===== config.mk =====
export PLATFORM = sky130hd
export DESIGN_NAME = quad_decoder
export DESIGN_NICKNAME = d
export VERILOG_FILES = /design/src/rtl/quad_decoder.sv
export SDC_FILE = /design/constraint.sdc
export NUM_CORES = 1
export LEC_CHECK = 0
export CAP_MARGIN = 20
export CORE_MARGIN = 1
export CORE_UTILIZATION = 35
export CTS_CLUSTER_SIZE = 16
export DETAILED_ROUTE_END_ITERATION = 10
export PLACE_DENSITY = 0.63
export SYNTH_ARGS = -nofsm -noshare
export SYNTH_HDL_FRONTEND = slang
export SYNTH_SLANG_ARGS = --single-unit

===== constraint.sdc =====
create_clock -name clk -period 3.7 [get_ports clk]
set_input_delay 0.555 -clock clk [delete_from_list [all_inputs] [get_ports clk]]
set_output_delay 0.555 -clock clk [all_outputs]
set_load 0.05 [all_outputs]

===== src/rtl/quad_decoder.sv =====
// Quadrature A/B/Z encoder interface: synchronise and glitch-filter the pins, decode
// x1/x2/x4 steps into a wrapping position counter with index capture and error tracking.
module quad_decoder #(
    parameter int CNT_W       = 32,
    parameter int SYNC_STAGES = 2,
    parameter int FILT_LEN    = 4
) (
    input  logic             clk,
    input  logic             rst_n,
    input  logic             a_in,
    input  logic             b_in,
    input  logic             z_in,
    input  logic [1:0]       mode,
    input  logic             invert_dir,
    input  logic             z_clear_en,
    input  logic             clr,
    input  logic             preset_load,
    input  logic [CNT_W-1:0] preset_val,
    input  logic             err_clr,
    output logic [CNT_W-1:0] count,
    output logic             direction,
    output logic             step_pulse,
    output logic             index_pulse,
    output logic [CNT_W-1:0] index_latch,
    output logic             err_illegal,
    output logic [7:0]       err_cnt
);

    typedef enum logic [1:0] {
        MODE_X4  = 2'd0,
        MODE_X2  = 2'd1,
        MODE_X1  = 2'd2,
        MODE_X4B = 2'd3
    } mode_e;

    localparam int CH_A     = 2;
    localparam int CH_B     = 1;
    localparam int CH_Z     = 0;
    // Edge index (minus one) at which the filter history first holds only real samples.
    localparam int FILL_MAX = SYNC_STAGES + FILT_LEN - 1;
    localparam int FILL_W   = $clog2(FILL_MAX + 1);

    logic [2:0]                  raw;
    logic [2:0][SYNC_STAGES-1:0] sync_q, sync_d;
    logic [2:0][FILT_LEN-1:0]    hist_q, hist_d;
    logic [2:0]                  filt_q, filt_d;
    logic [2:0]                  qual_q, qual_d;
    logic [FILL_W-1:0]           fill_q, fill_d;
    logic                        hist_full;

    logic                        armed_q, armed_d;
    logic [1:0]                  prev_q;
    logic                        z_prev_q;
    logic [1:0]                  cur_ab, chg;
    logic                        legal, illegal, a_tog, seq_up, counted, step_up;
    logic                        index_evt, z_clr_hit;
    mode_e                       mode_s;

    logic [CNT_W-1:0]            count_q, count_d;
    logic [CNT_W-1:0]            index_latch_q, index_latch_d;
    logic                        direction_q, direction_d;
    logic                        step_pulse_q, step_pulse_d;
    logic                        index_pulse_q;
    logic                        err_illegal_q, err_illegal_d;
    logic [7:0]                  err_cnt_q, err_cnt_d;

    assign raw       = {a_in, b_in, z_in};
    assign hist_full = (fill_q == FILL_W'(FILL_MAX));

    always_comb begin
        // NOTE: every variable gets a default before any conditional update, so no path
        // leaves it unassigned and no latch is inferred.
        fill_d = hist_full ? fill_q : fill_q + FILL_W'(1);
        for (int c = 0; c < 3; c++) begin
            sync_d[c] = SYNC_STAGES'({sync_q[c], raw[c]});
            hist_d[c] = FILT_LEN'({hist_q[c], sync_q[c][SYNC_STAGES-1]});
            filt_d[c] = filt_q[c];
            qual_d[c] = qual_q[c];
            if (hist_full && ((&hist_d[c]) || !(|hist_d[c]))) begin
                filt_d[c] = hist_d[c][0];
                qual_d[c] = 1'b1;
            end
        end
    end

    assign mode_s    = mode_e'(mode);
    assign cur_ab    = filt_q[CH_A:CH_B];
    assign chg       = cur_ab ^ prev_q;
    assign armed_d   = armed_q | (qual_q[CH_A] & qual_q[CH_B]);
    assign illegal   = armed_q && (chg == 2'b11);
    assign legal     = armed_q && ((chg == 2'b10) || (chg == 2'b01));
    assign a_tog     = chg[1];
    // Up order is 00->10->11->01: an A edge is up when A!=B afterwards, a B edge when A==B.
    assign seq_up    = a_tog ? (cur_ab[1] ^ cur_ab[0]) : ~(cur_ab[1] ^ cur_ab[0]);
    assign step_up   = seq_up ^ invert_dir;
    assign index_evt = filt_q[CH_Z] & ~z_prev_q;
    assign z_clr_hit = index_evt & z_clear_en;

    always_comb begin
        counted = legal;
        case (mode_s)
            MODE_X2: counted = legal && a_tog;
            MODE_X1: counted = legal && a_tog && cur_ab[1];
            default: counted = legal;
        endcase
    end

    always_comb begin
        count_d       = count_q;
        index_latch_d = index_latch_q;
        direction_d   = direction_q;
        step_pulse_d  = 1'b0;
        err_illegal_d = err_illegal_q;
        err_cnt_d     = err_cnt_q;

        if (clr) begin
            count_d = '0;
        end else if (preset_load) begin
            count_d = preset_val;
        end else if (z_clr_hit) begin
            count_d = '0;
        end else if (counted) begin
            count_d      = step_up ? count_q + CNT_W'(1) : count_q - CNT_W'(1);
            step_pulse_d = 1'b1;
        end

        if (counted) begin
            direction_d = step_up;
        end
        if (index_evt) begin
            index_latch_d = count_q;
        end

        if (illegal) begin
            err_illegal_d = 1'b1;
            if (err_clr) begin
                err_cnt_d = 8'd1;
            end else if (err_cnt_q != 8'hFF) begin
                err_cnt_d = err_cnt_q + 8'd1;
            end
        end else if (err_clr) begin
            err_illegal_d = 1'b0;
            err_cnt_d     = 8'd0;
        end
    end

    always_ff @(posedge clk or negedge rst_n) begin
        if (!rst_n) begin
            sync_q        <= '0;
            hist_q        <= '0;
            filt_q        <= '0;
            qual_q        <= '0;
            fill_q        <= '0;
            armed_q       <= 1'b0;
            prev_q        <= 2'b00;
            z_prev_q      <= 1'b0;
            count_q       <= '0;
            index_latch_q <= '0;
            direction_q   <= 1'b0;
            step_pulse_q  <= 1'b0;
            index_pulse_q <= 1'b0;
            err_illegal_q <= 1'b0;
            err_cnt_q     <= 8'd0;
        end else begin
            // NOTE: non-blocking assignments make every register sample pre-edge values,
            // which is what lets the synchroniser and filter chains shift correctly.
            sync_q        <= sync_d;
            hist_q        <= hist_d;
            filt_q        <= filt_d;
            qual_q        <= qual_d;
            fill_q        <= fill_d;
            armed_q       <= armed_d;
            prev_q        <= cur_ab;
            z_prev_q      <= filt_q[CH_Z];
            count_q       <= count_d;
            index_latch_q <= index_latch_d;
            direction_q   <= direction_d;
            step_pulse_q  <= step_pulse_d;
            index_pulse_q <= index_evt;
            err_illegal_q <= err_illegal_d;
            err_cnt_q     <= err_cnt_d;
        end
    end

    assign count       = count_q;
    assign direction   = direction_q;
    assign step_pulse  = step_pulse_q;
    assign index_pulse = index_pulse_q;
    assign index_latch = index_latch_q;
    assign err_illegal = err_illegal_q;
    assign err_cnt     = err_cnt_q;

endmodule


==> reports/metrics.yaml, run 1 <==
status: "completed"
fin_worst_skew_ns: 0.0108
cp-startpoint: "invert_dir"
htree_num_levels: 3
syn_nets: 739
critical_path_buf_inv_count: 3
vias: 5443
clock-sinks: 103
root_buffer: "clkbuf_16"
nets: 837
cap_viol_max_count: 0
die_y_um: 133
avgSynthCellArea_um2: 8.69
worstPathCellList: "clkdlybuf4s50_1 -> xnor3_1 -> buf_4 -> inv_2 -> and2_1 -> o32ai_2 -> nand3b_1 -> mux2i_1 -> xnor2_1 -> o21ai_0"
dieArea_mm2: 0.0176
drt_iter0_drc: 582
cts_hold_buffers: 0
fin_crit_ns: 3.02
setup_tns_ns: 0
fin_crit_sh: 0.816
clock_latency_ns: 0.36
use_met3: 0.0433
hold_viol: 0
area_growth_pct: 26.0
drc_errors: 0
antenna_found_initial: 0
reg2reg_slack_ns: 0.72
numCtsBuffers: 9
tightest_slew_ns: 0.710
path_clk_slew_ns: 0.07
place.gp.congestion: 0.888
netlist_area_mm2: 0.00596
crit_family: "buffers and inverters"
holdCritPathClass: "primary input to asynchronous set/reset pin"
cp.arrival_ns: 3.25
power_mw: 4.05
wire_per_inst_um: 17.2
grt-busiest-layer: "met2"
grt_use_total: 0.203
gr-usage-met1: 0.289
synth_ff_type: "dfrtp_1"
drive_above_1_share: 0.0684
floorplan.initialDensity: 0.360
power_density_mw_per_mm2: 539
rows: 47
critical-path-max-stage-delay_ns: 0.55
ys_warn_count: 0
grt_overflow: 0
p_leak_nw: 3.18
cts_setup_buffers: 0
die_x_um: 133
synthDistinctLibCells: 66
cts_tree: "done"
drt_pass1_iterations: 5
fillCellCount: 1703
r2r-start: "filt_q[1]"
vias_per_cell: 5.39
synth_seq_cells: 103
grt_pass1_wl_mm: 28.1
fmax_mhz: 331
grt_max_degree: 53
grt_pass1_vias: 5161
rsz0062_at_grt: "no"
ff2ff_path_depth: 9
io_pins: 120
path_max_fanout: 38
syn_inst: 686
drtAntennaViolNets: 0
slew_headroom: 0.527
dpl.hpwl_mm: 12.2
startpoint_type: "primary input"
diodes: 0
finalWirelength_mm: 17.4
worst-setup-path-type: "primary input to flop"
yosysSeqAreaShare: 0.432
vdd_drop_max_mv: 0.257
endpoint_kind: "flop"
synth_edf_count: 0
port_buffers: 119
setup-violations-final: 0
cp.required_ns: 3.93
max-clock-path-buffers: 2
slowest_stage: "o32ai_2"
r2r_end: "count[24]"
slew_violations: 0
async_flop_share: 1.00
grtUsageMet2: 0.302
postCtsResizedCells: 0
design.core.area_mm2: 0.0166
==> final cells by class <==
type,count,area [um^2],share of cell area
multi-input combinational,517,2970,0.395
tap,220,275,0.0366
inverter,14,52.6,0.00700
timing repair buffer,139,1350,0.180
clock inverter,6,51.3,0.00683
sequential,103,2580,0.343
clock buffer,10,239,0.0318
==> registers in the layout, indices dropped and copies added, names as in the netlist, 3 cells and up <==
| name | flops |
|---|---|
| index_latch | 32 |
| filt_q | 3 |
| sync_d | 3 |
| count | 32 |
| hist_d | 12 |
| err_cnt | 8 |
| fill_q | 3 |
==> kinds of logic after synthesis <==
family	synth area share
compound gates	0.151
flops	0.432
buf+inv	0.0709
simple gates	0.259
fa+ha+maj	0.0189
xor+xnor	0.0493
mux	0.0185
==> layer usage <==
layer,vias to the layer above,share of wire
li1,2615,-
met1,2587,0.46
met2,213,0.45
met3,28,0.070
met4,0,0.020
met5,-,0
==> cells in the final DEF (no fill, tap or decap), drive strengths merged, types with 9 or more instances in the layout <==
cell type        n
a21oi           38
mux2i           11
clkdlybuf4s50  118
xor2            13
nor3            25
buf             21
a21o             9
ha               9
xnor2           18
or4              9
a31oi           16
dfrtp          103
inv             17
clkbuf          10
nand2          149
nor2            52
nand4           24
o21ai           39
nor4            13
nand3           16
==> through the flow <==
step	cells	hold WS, ns	utilization	setup slack [ns]	instance area, um^2
floorplan	686	0.259	-	0.628	5960
global placement	993	0.337	0.435	0.335	7220
detailed placement	993	0.336	0.435	0.318	7220
CTS	1009	0.252	0.453	0.673	7510
global route	1009	0.280	0.453	0.493	7510
finish	1009	0.233	0.453	0.679	7510
==> Yosys cell counts, drive strengths merged (11+ instances only) <==
master | number | area, um^2
a21oi | 38 | 194
a31oi | 16 | 100
buf | 18 | 153
clkbuf | 34 | 218
dfrtp | 103 | 2580
inv | 14 | 52.6
mux2i | 11 | 110
nand2 | 149 | 559
nand3 | 16 | 80.1
nand4 | 24 | 180
nor2 | 52 | 198
nor3 | 25 | 125
nor4 | 13 | 93.8
o21ai | 39 | 199
xnor2 | 18 | 158
xor2 | 13 | 114
==> report_power, final <==
group / internal [mW] / switching [mW]
Combinational: 0.575 / 1.05
Sequential: 1.27 / 0.187
Clock: 0.486 / 0.469
Total: 2.34 / 1.71
==> worst max-delay path by stage <==
stage                           end  slack, ns  cells past startpoint
final                     count[24]       0.68                     10
after global routing      count[22]       0.49                     12
after CTS                 count[24]       0.67                     11
after detailed placement  count[22]       0.32                     12
after global placement    count[24]       0.34                     10
after floorplan           count[22]       0.63                     13
Note: power is estimated with default switching activity, not from simulation.
==> inputs of run 2 (changes only) <==
- clock period: 3.7 -> 3 ns (I/O delays scaled with it)
==> reports/metrics.yaml, run 2 (same netlist as run 1, synthesis figures left out) <==
place_area_mm2: 0.00750  # was 0.00722 mm^2
endpoint_kind: "flop"  # unchanged
vdd_drop_max_mv: 0.332  # was 0.257 mV
setup-violations-final: 0  # unchanged
floorplan.initialDensity: 0.360  # unchanged
fmax_mhz: 360
drt_pass1_iterations: 5  # unchanged
die_y_um: 133  # unchanged
holdWs_ns: 0.164  # was 0.233 ns
place.gp.congestion: 0.905  # was 0.888
cts_tree: "done"  # unchanged
rows: 47  # unchanged
io_pins: 120  # unchanged
hold_viol: 0  # unchanged
fin_crit_ns: 2.78
post-route-cell-area_mm2: 0.00780  # was 0.00751 mm^2
layout_commonest_cell: "nand2_1"  # unchanged
grt_max_degree: 58  # was 53
clock-sinks: 103  # unchanged
drive_above_1_share: 0.112  # was 0.0684
fillCellCount: 1650  # was 1703
max-clock-path-buffers: 2  # unchanged
drtAntennaViolNets: 0  # unchanged
path_clk_slew_ns: 0.07  # about the same
nets: 873  # was 837
vias: 5561  # was 5443
grt_pass1_vias: 5425  # was 5161
worst-setup-path-type: "primary input to flop"  # unchanged
finalWirelength_mm: 17.9  # was 17.4 mm
status: "completed"  # unchanged
grt_overflow: 0  # unchanged
drc_errors: 0  # unchanged
cap_viol_max_count: 0  # unchanged
area_growth_pct: 30.8  # was 26.0%
tightest_slew_ns: 0.769  # was 0.710 ns
startpoint_type: "primary input"  # unchanged
root_buffer: "clkbuf_16"  # unchanged
port_buffers: 119  # unchanged
dp_slack_ns: -0.106  # was 0.318 ns
fin_worst_skew_ns: 0.00948  # was 0.0108 ns
cp.required_ns: 3.24  # was 3.93 ns
slew_violations: 0  # unchanged
dieArea_mm2: 0.0176  # unchanged
clock_latency_ns: 0.36  # about the same
design.core.area_mm2: 0.0166  # unchanged
timing.final.ws_setup_ns: 0.221  # was 0.679 ns
diodes: 0  # unchanged
cp.arrival_ns: 3.02  # was 3.25 ns
vias_per_cell: 5.32  # was 5.39
rsz0062_at_grt: "no"  # unchanged
antenna_found_initial: 0  # unchanged
slew_headroom: 0.487  # was 0.527
final_cell_mix: "nand2_1, clkdlybuf4s50_1, dfrtp_1"  # unchanged
grt_use_total: 0.214  # was 0.203
wire_per_inst_um: 17.1  # was 17.2 um
grt_pass1_wl_mm: 29.4  # was 28.1 mm
cts_hold_buffers: 0  # unchanged
p_leak_nw: 3.36  # was 3.18 nW
cts_setup_buffers: 0  # unchanged
path_max_fanout: 7  # was 38
numCtsBuffers: 9  # unchanged
dpl.hpwl_mm: 12.8  # was 12.2 mm
fin_crit_sh: 0.926
power_density_mw_per_mm2: 658  # was 539 mW/mm^2
die_x_um: 133  # unchanged
drt_iter0_drc: 475  # was 582
htree_num_levels: 3  # unchanged
holdCritPathClass: "primary input to asynchronous set/reset pin"  # unchanged
## run 2: area by class of cell
cell class                 count  area, um^2  area share
tap                          220         275      0.0353
inverter                      14        52.6     0.00674
timing repair buffer         175        1620       0.208
multi-input combinational    517        2970       0.381
clock inverter                 6        60.1     0.00770
sequential                   103        2580       0.331
clock buffer                  10         239      0.0306
## run 2: repair_timing
item / CTS / global route
setup endpoints to repair: 0 / 6
resized for setup: 0 / 1
endpoints found under the hold margin: 0 / 0
## run 2: report_power, final
group	leakage [nW]	internal, mW	switching, mW
registers	1.31	1.57	0.170
logic	1.90	0.797	1.39
clock network	0.147	0.608	0.593
## run 2: routing by layer
layer  global-route usage  wire, um
met1                0.298      8410
met2                0.323      7990
met3               0.0540      1200
met4               0.0664       321
met5                    0         0
## run 2: final timing paths
path                             from        end  slack (ns)  depth (start not counted)
setup / recovery           invert_dir  count[20]        0.22                         13
hold / removal                  rst_n  hist_d[9]        0.16                          1
setup reg to reg            filt_q[1]  count[20]        0.23                         12
hold reg to reg             sync_d[5]  hist_d[8]        0.35                          0
max in group asynchronous       rst_n   count[0]        2.13                          2
min in group clk            sync_d[5]  hist_d[8]        0.35                          0
## run 2: per-stage QoR
step                      TNS, ns  cells  utilization  power (mW)
after floorplan                 0    686            -        3.18
after CTS                       0   1045        0.470        5.16
after global placement     -0.287   1029        0.452        3.94
after global routing            0   1045        0.470        5.41
after detailed placement   -0.379   1029        0.452        3.95
final                           0   1045        0.470        5.13
## run 2: critical path, stage by stage
cell             delay (ns)
clkdlybuf4s50_1        0.51
xnor3_1                0.27
xnor2_1                0.18
ha_1                   0.25
inv_1                  0.08
nor3_1                 0.18
buf_4                  0.15
o32ai_2                0.06
buf_4                  0.17
or3_1                  0.34
a21oi_1                0.16
xnor2_1                0.14
o21ai_1                0.07
==> inputs of run 3 (changes only) <==
- GPL_ROUTABILITY_DRIVEN: default -> 0
- SKIP_LAST_GASP: default -> 1
==> results of run 3 <==
No change in the layout: final DEF, timing and power equal those of run 2.
